[config.mk]
export PLATFORM = sky130hd
export DESIGN_NAME = output_collector
export DESIGN_NICKNAME = d
export VERILOG_FILES = /design/src/rtl/output_collector.sv
export SDC_FILE = /design/constraint.sdc
export NUM_CORES = 1
export LEC_CHECK = 0
export BUFFER_PORTS_ARGS = -buffer_cell sky130_fd_sc_hd__clkbuf_2
export CORE_UTILIZATION = 59
export CTS_BUF_LIST = sky130_fd_sc_hd__clkbuf_2 sky130_fd_sc_hd__clkbuf_4 sky130_fd_sc_hd__clkbuf_8
export DETAILED_ROUTE_END_ITERATION = 10
export PLACE_DENSITY = 0.87
export SYNTH_ARGS = -nofsm -noshare
export SYNTH_HDL_FRONTEND = slang
export SYNTH_SLANG_ARGS = --single-unit
export TNS_END_PERCENT = 10
[constraint.sdc]
create_clock -name clk -period 39.1 [get_ports clk]
set_clock_uncertainty 0.05 [all_clocks]
set_input_delay 1.955 -clock clk [delete_from_list [all_inputs] [get_ports clk]]
set_output_delay 1.955 -clock clk [all_outputs]
set_load 0.1 [all_outputs]
[src/rtl/output_collector.sv]
// Output collector: buffers completed output-pixel groups in a small FIFO and serialises them
// one channel per beat onto a valid/ready stream with a flattened feature-map address.
module output_collector #(
    parameter int LOG2_OF_MEM_HEIGHT = 20,
    parameter int FEATURE_MAP_WIDTH  = 1024,
    parameter int FEATURE_MAP_HEIGHT = 1024,
    parameter int OUTPUT_NB_CHANNELS = 64,
    parameter int NB_PAR_OUT         = 6,
    parameter int DATA_WIDTH         = 32,
    parameter int FIFO_DEPTH         = 4
) (
    input  logic                               clk,
    input  logic                               arst_n_in,
    input  logic                               flush,
    input  logic                               in_valid,
    input  logic [NB_PAR_OUT*DATA_WIDTH-1:0]   in_data,
    input  logic [31:0]                        in_x,
    input  logic [31:0]                        in_y,
    input  logic [31:0]                        in_ch,
    output logic                               stall,
    output logic                               overflow,
    output logic                               out_valid,
    input  logic                               out_ready,
    output logic [DATA_WIDTH-1:0]              out_data,
    output logic [31:0]                        out_ch,
    output logic [LOG2_OF_MEM_HEIGHT-1:0]      out_addr,
    output logic                               out_last,
    output logic                               done
);

    localparam int GroupW = NB_PAR_OUT * DATA_WIDTH;
    localparam int PtrW   = (FIFO_DEPTH > 1) ? $clog2(FIFO_DEPTH) : 1;
    localparam int CntW   = PtrW + 1;
    localparam int LaneW  = (NB_PAR_OUT > 1) ? $clog2(NB_PAR_OUT) : 1;

    localparam logic [CntW-1:0]  CntFull  = CntW'(FIFO_DEPTH);
    localparam logic [CntW-1:0]  CntStall = CntW'(FIFO_DEPTH - 1);
    localparam logic [LaneW-1:0] LaneMax  = LaneW'(NB_PAR_OUT - 1);

    logic [GroupW-1:0] data_mem [FIFO_DEPTH];
    logic [31:0]       x_mem    [FIFO_DEPTH];
    logic [31:0]       y_mem    [FIFO_DEPTH];
    logic [31:0]       ch_mem   [FIFO_DEPTH];

    logic [PtrW-1:0]  wr_ptr_q, rd_ptr_q;
    logic [CntW-1:0]  count_q, count_d;
    logic [LaneW-1:0] lane_q;
    logic             stall_q, overflow_q, done_q;

    logic        not_empty, last_lane, fire, pop, push, drop, final_beat;
    logic [31:0] head_ch, head_x, head_y;
    logic [32:0] next_ch;
    logic [63:0] addr_full;

    always_comb begin
        not_empty = (count_q != '0);
        head_ch   = ch_mem[rd_ptr_q] + 32'(lane_q);
        head_x    = x_mem[rd_ptr_q];
        head_y    = y_mem[rd_ptr_q];
        next_ch   = {1'b0, head_ch} + 33'd1;
        // Lanes beyond the channel bound are skipped, so the last in-range lane closes the group.
        last_lane = (lane_q == LaneMax) || (next_ch >= 33'(OUTPUT_NB_CHANNELS));
        fire      = not_empty && out_ready;
        pop       = fire && last_lane;
        push      = in_valid && ((count_q != CntFull) || pop);
        drop      = in_valid && (count_q == CntFull) && !pop;
        final_beat = fire && (head_x == 32'(FEATURE_MAP_WIDTH - 1))
                          && (head_y == 32'(FEATURE_MAP_HEIGHT - 1))
                          && (head_ch == 32'(OUTPUT_NB_CHANNELS - 1));
        addr_full = (({32'b0, head_ch} * 64'(FEATURE_MAP_HEIGHT) + {32'b0, head_y})
                     * 64'(FEATURE_MAP_WIDTH)) + {32'b0, head_x};
    end

    always_comb begin
        count_d = count_q;
        if (flush) begin
            count_d = '0;
        end else if (push && !pop) begin
            count_d = count_q + 1'b1;
        end else if (pop && !push) begin
            count_d = count_q - 1'b1;
        end
    end

    always_comb begin
        out_valid = not_empty;
        out_data  = not_empty ? data_mem[rd_ptr_q][lane_q*DATA_WIDTH +: DATA_WIDTH] : '0;
        out_ch    = not_empty ? head_ch : '0;
        out_addr  = not_empty ? addr_full[LOG2_OF_MEM_HEIGHT-1:0] : '0;
        out_last  = not_empty && last_lane;
        stall     = stall_q;
        overflow  = overflow_q;
        done      = done_q;
    end

    always_ff @(posedge clk) begin
        if (push) begin
            data_mem[wr_ptr_q] <= in_data;
            x_mem[wr_ptr_q]    <= in_x;
            y_mem[wr_ptr_q]    <= in_y;
            ch_mem[wr_ptr_q]   <= in_ch;
        end
    end

    always_ff @(posedge clk or negedge arst_n_in) begin
        if (!arst_n_in) begin
            wr_ptr_q   <= '0;
            rd_ptr_q   <= '0;
            count_q    <= '0;
            lane_q     <= '0;
            stall_q    <= 1'b0;
            overflow_q <= 1'b0;
            done_q     <= 1'b0;
        end else begin
            count_q <= count_d;
            stall_q <= (count_d >= CntStall);
            if (flush) begin
                wr_ptr_q   <= '0;
                rd_ptr_q   <= '0;
                lane_q     <= '0;
                overflow_q <= 1'b0;
                done_q     <= 1'b0;
            end else begin
                if (push) wr_ptr_q <= wr_ptr_q + 1'b1;
                if (pop)  rd_ptr_q <= rd_ptr_q + 1'b1;
                if (fire) lane_q   <= last_lane ? '0 : lane_q + 1'b1;
                if (drop) overflow_q <= 1'b1;
                done_q <= final_beat;
            end
        end
    end

endmodule

---- After elaboration in Yosys (flattened, before gate mapping) ----
Memory sizes are Yosys's and may differ from the RTL's.
Index checks and enable logic that the tools add are counted.
word-level totals
  register bits after elaboration ......... 13
  memory bits (writable) .................. 1152
  input bits .............................. 293
  output and inout bits ................... 89
  word-level logic and storage cells ...... 67
  memories kept ........................... 4
cells by class
  add/sub/neg operators ................... 9
  magnitude comparators ................... 2
  eq/ne operators ......................... 6
  shift operators ......................... 1
  mux-type cells .......................... 18
  reduce and logical (&&, ||, !) cells .... 20
memories
  memory    words  bits a word  read ports  clocked after memory_dff  write ports  RTL line  text
  data_mem  4      192          1           0                         1            40        logic [GroupW-1:0] data_mem [FIFO_DEPTH];
  ch_mem    4      32           1           0                         1            43        logic [31:0] ch_mem [FIFO_DEPTH];
  x_mem     4      32           1           0                         1            41        logic [31:0] x_mem [FIFO_DEPTH];
  y_mem     4      32           1           0                         1            42        logic [31:0] y_mem [FIFO_DEPTH];
operator list
  cell                   number
  $shiftx 192x9->32      1
  $eq 32x10->1 const B   2
  $mux 32                2
  $add 32x1->33 const B  1
  $ge 33x7->1 const B    1
  $add 32x3->32          1
  $eq 32x6->1 const B    1
  $add 20x20->20         1
  $mux 20                1
  $mux 3                 6
  $logic_and 1x1->1      11
  $add 1x10->10 const A  1
  $mux 2                 4
  $reduce_bool 2->1      4
  $add 3x1->3 const B    2
  $eq 3x3->1 const B     2
  $mux 1                 5
  $add 2x1->2 const B    2
  $ge 3x2->1 const B     1
  $ne 3x3->1 const B     1
  $reduce_bool 3->1      1
  $sub 3x1->3 const B    1
  $logic_not 1->1        2
  $logic_or 1x1->1       2

---- Logic depth before layout (Yosys ltp) ----
An unclocked memory read counts as a cell.
  depth in word-level cells ............... 14
  depth in mapped cells ................... 23

---- Least setup slack after synthesis ----
Ideal clock, no wire load.
  path kind ............................... reg2reg
  start ................................... register rd_ptr_q[0]
  end ..................................... memory ch_mem[0][0], enable pin
  library setup time ...................... 687 ps
  data arrival time ....................... 12939 ps
  required time ........................... 38363 ps
  path slack .............................. 25424 ps
  cell stages (with the launch flop) ...... 22
  path buffers ............................ 9
  path through ............................ dfrtp_1 > buf_6 > buf_12 > buf_6 > buf_1 > clkbuf_1 > clkbuf_1 > clkbuf_1 > mux4_2 > ha_1 > clkbuf_1 > a21oi_1 > or4_1 > clkbuf_1 > or4_1 > o32ai_1 > o31ai_2 > a211oi_1 > mux2_2 > a31oi_4 > o21a_1 > and2_1
on the way
  longest elaborated chain between the ends .. 10
RTL lines
  what                          RTL line  text
  start: declaration            45        logic [PtrW-1:0] wr_ptr_q, rd_ptr_q;
  start signal: assignment      125       if (pop) rd_ptr_q <= rd_ptr_q + 1'b1;
  $mem_v2 4x32                  --
  $add 32x3->32                 57        head_ch = ch_mem[rd_ptr_q] + 32'(lane_q);
  $add 32x1->33                 60        next_ch = {1'b0, head_ch} + 33'd1;
  $ge 33x7->1                   62        last_lane = (lane_q == LaneMax) || (next_ch >= 33'(OUTPUT_NB_CHANNELS));
  $logic_or 1x1->1              62
  $logic_and 1x1->1             64        pop = fire && last_lane;
  $logic_or 1x1->1              65        push = in_valid && ((count_q != CntFull) || pop);
  $logic_and 1x1->1             65
  $mux 1                        97        if (push) begin
  $mux 1 (implied by the code)  101       ch_mem[wr_ptr_q] <= in_ch;
  end: declaration              43
Every way passes these cells.

---- Worst setup path in the final report ----
  start ................................... register rd_ptr_q[1]
  end ..................................... memory data_mem[0][148] (netlist name), enable pin
on the way
  longest elaborated chain between the ends .. 10
RTL lines
  what                          RTL line  text
  $mem_v2 4x32                  --
  $add 32x3->32                 57
  $add 32x1->33                 60
  $ge 33x7->1                   62
  $logic_or 1x1->1              62
  $logic_and 1x1->1             64
  $logic_or 1x1->1              65
  $logic_and 1x1->1             65
  $mux 1                        97
  $mux 1 (implied by the code)  98        data_mem[wr_ptr_q] <= in_data;
  end: declaration              40
Every way passes these cells.

==> results_dict.tcl <==
set metrics [dict create \
    outcome "complete, no violations" \
    core-area_um2 76200 \
    cts_buffers 176 \
    rsz0062_at_grt "no" \
    worst_setup_path_end_kind "flop" \
    final.min_clock_period_ns 9.182 \
    post-route-util 0.6847 \
    slew_violations 0 \
    via_count 23240 \
    initial_core_util 0.5984 \
    yosysWarningCount 0 \
    crit_type "flop to flop" \
    layout_setup_ws_ns 29.92 \
    drv_cap 0 \
    async_reset_ff_frac 0.01116 \
    antenna_found_initial 50 \
    synthFlopType "edfxtp_1" \
    syn2layout_area_growth_pct 14.42 \
    grt_use_total 0.2630 \
    setup.worst_path.start_class "flop" \
    wl_per_cell_um 26.74 \
    die_x_um 280.0 \
    post_cts_buffers 0 \
    grt_pass1_wl_mm 149.0 \
    drtIter0Drc 2141 \
    drc 0 \
    power_density_nw_per_um2 70.61 \
    r2r_end "data_mem[0][148]$_DFFE_PP_" \
    synth_edf_count 1152 \
    firstDrtPassIters 5 \
    vias_per_cell 6.144 \
    synthCells 2102 \
    place_ws_ns 30.03 \
    synth_xor_area_frac 0.007683 \
    crit_required_ns 39.47 \
    crit_arrival_ns 9.55 \
    setup_tns_ns 0 \
    hold_buffers 0 \
    clock-root-buffer "clkbuf_8" \
    synth_simple_gate_area_frac 0.03883 \
    synth_seq_cells 1165 \
    startpoint "rd_ptr_q[1]$_DFFE_PN0P_" \
    r2r_cells 16 \
    syn_area_per_cell_um2 21.69 \
    p_total_mw 3.684 \
    port_buffers 381 \
    drtAntennaViolNets 0 \
    num_io_pins 382 \
    layout-drive-gt1-share 0.3739 \
    rows 101 \
    h-tree-depth 4 \
    totalWireLength_mm 101.1 \
    muxShareOfSynthArea 0.1517 \
    synth_top_family_by_area "multiplexers" \
    reg2reg_from "rd_ptr_q[1]$_DFFE_PN0P_" \
    synth_compound_area_frac 0.01830 \
    routabilityCongestion 0.8942 \
    timing.fmax_mhz 108.9 \
    setup_viol 0 \
    slew_headroom 0.2394 \
    critPathCapture "data_mem[0][148]$_DFFE_PP_" \
    netlist_area_um2 45600 \
    clkSlewWorstSetupHoldPaths_ns 0.06 \
    p_leak_nw 17.11 \
    grt_overflow 0 \
    tightestPinTransition_ns 1.141 \
    cts_sinks 1165 \
    vdd_drop_max_mv 0.07533 \
    synthAdderAreaFrac 0.006640 \
    clock_latency_ns 0.82 \
    cts_tree "yes" \
    dieArea_um2 78400 \
    clockBufferDepth 3 \
    post_cts_resized 0 \
    path_max_fanout 132 \
    worst-r2r-setup-slack_ns 29.92 \
    die_y_um 280.0 \
    synthesis.nets 2418 \
    dp_hpwl_mm 64.16 \
    grt_max_degree 163 \
    nNetsFinal 2908 \
    hold_violations 0 \
    fin_crit_sh 0.2348 \
    holdCritPathClass "flop to flop" \
    ys_seq_area_frac 0.7658 \
    grt_pass1_vias 24360 \
    synth_cell_types 78 \
]
worst max-delay path, cell delays in order, from the launching register on:
cell	delay [ns]
dfrtp_4	1.07
buf_12	0.59
mux4_2	0.46
ha_1	0.32
a21o_1	0.16
a21o_1	0.27
nand2_1	0.23
or4_4	0.62
a2111oi_2	0.48
nand4_1	0.18
a211oi_1	0.30
mux2_2	0.42
a31oi_4	0.40
o21a_1	0.34
and2_4	0.79
buf_4	0.78
buf_4	0.92
registers in the layout, summed over array words and instances, names as in the netlist:
signal and count:
rd_ptr_q 2, ch_mem 128, count_q 3, lane_q 3, data_mem 768, y_mem 128
x_mem 128, done 1, overflow 1, stall 1, wr_ptr_q 2
placed cells by master, fill, tap and decap left out, drive strengths merged, types with 15 or more instances in the layout:
master / n
a21oi: 26
a22oi: 33
and2: 15
buf: 25
clkbuf: 608
clkinv: 65
diode: 24
edfxtp: 1152
ha: 21
inv: 27
mux2: 33
mux4: 287
nand2: 31
nand3: 31
nand4: 26
nor2: 94
nor2b: 16
nor3: 17
nor4: 42
xnor2: 27
cell type report:
| cell class | count | area (um^2) |
|---|---|---|
| Antenna cell | 24 | 60.06 |
| Multi-Input combinational cell | 825 | 10200 |
| Clock inverter | 87 | 686.9 |
| Fill cell | 4484 | 24030 |
| Clock buffer | 227 | 2805 |
| Timing Repair Buffer | 406 | 2132 |
| Tap cell | 1030 | 1289 |
| Inverter | 18 | 68.82 |
| Sequential cell | 1165 | 34930 |
how the worst min path moves through the flow:
| stage | from | to | slack [ns] | cells past startpoint |
|---|---|---|---|---|
| detailed placement | overflow$_DFFE_PN0P_ | overflow$_DFFE_PN0P_ | 0.46 | 2 |
| finish | overflow$_DFFE_PN0P_ | overflow$_DFFE_PN0P_ | 0.46 | 2 |
| floorplan | wr_ptr_q[1]$_DFFE_PN0P_ | wr_ptr_q[1]$_DFFE_PN0P_ | 0.49 | 2 |
| CTS | overflow$_DFFE_PN0P_ | overflow$_DFFE_PN0P_ | 0.47 | 2 |
| global placement | overflow$_DFFE_PN0P_ | overflow$_DFFE_PN0P_ | 0.44 | 2 |
| global route | overflow$_DFFE_PN0P_ | overflow$_DFFE_PN0P_ | 0.50 | 2 |
cells in the mapped netlist (all sizes together), types with 3 or more instances:
master	number	area share
edfxtp	1152	0.76
mux4	287	0.14
nor2	94	0.0077
clkbuf	60	0.0050
nor4	42	0.0062
buf	34	0.0046
a22oi	33	0.0054
mux2	33	0.0081
nand2	31	0.0027
nand3	31	0.0036
xnor2	27	0.0052
a21oi	26	0.0029
nand4	26	0.0036
ha	21	0.0058
inv	17	0.0014
nor3	17	0.0019
nor2b	16	0.0022
and2	15	0.0021
dfrtp	13	0.0071
o21ai	13	0.0015
xor2	13	0.0025
and3	7	0.00096
or3	7	0.0011
and4	6	0.0012
nand4b	6	0.0012
or4	6	0.0011
mux2i	5	0.0011
o21bai	5	0.00082
a21o	4	0.00066
nor4b	4	0.00077
or2	4	0.00055
a2111oi	3	0.00085
a211oi	3	0.00049
a21boi	3	0.00058
a31oi	3	0.00074
nand3b	3	0.00077
o31ai	3	0.00060
power breakdown:
group,switching [mW],internal (mW),total [mW]
clock network,0.459,0.522,0.981
logic,0.824,0.344,1.17
registers,0.0389,1.50,1.54
total,1.32,2.36,3.68
metal layers:
layer / share of wire / track usage / vias to the layer above / wire (um)
met4: 0.022 / 0.09402 / 58 / 2266
met5: 0.0038 / 0 / - / 385
met1: 0.37 / 0.3341 / 11970 / 37740
li1: - / - / 9939 / -
met2: 0.50 / 0.4186 / 1070 / 50110
met3: 0.11 / 0.09843 / 202 / 10620
cell families (layout without fill, tap and decap cells):
logic type / Yosys count / count (layout)
compound gates: 115 / 115
xor+xnor: 40 / 40
fa+ha+maj: 23 / 23
buf+inv: 112 / 738
flops: 1165 / 1165
mux: 325 / 325
other cells: 0 / 24
simple gates: 322 / 322
per-stage QoR:
stage	instance area, um^2	hold slack, ns	cells
after global placement	48620	0.4360	3444
after detailed placement	48620	0.4585	3444
after CTS	52110	0.4749	3758
after global routing	52150	0.4957	3772
after floorplan	45600	0.4882	2102
final	52170	0.4620	3782
Note: power is estimated with default switching activity, not from simulation.
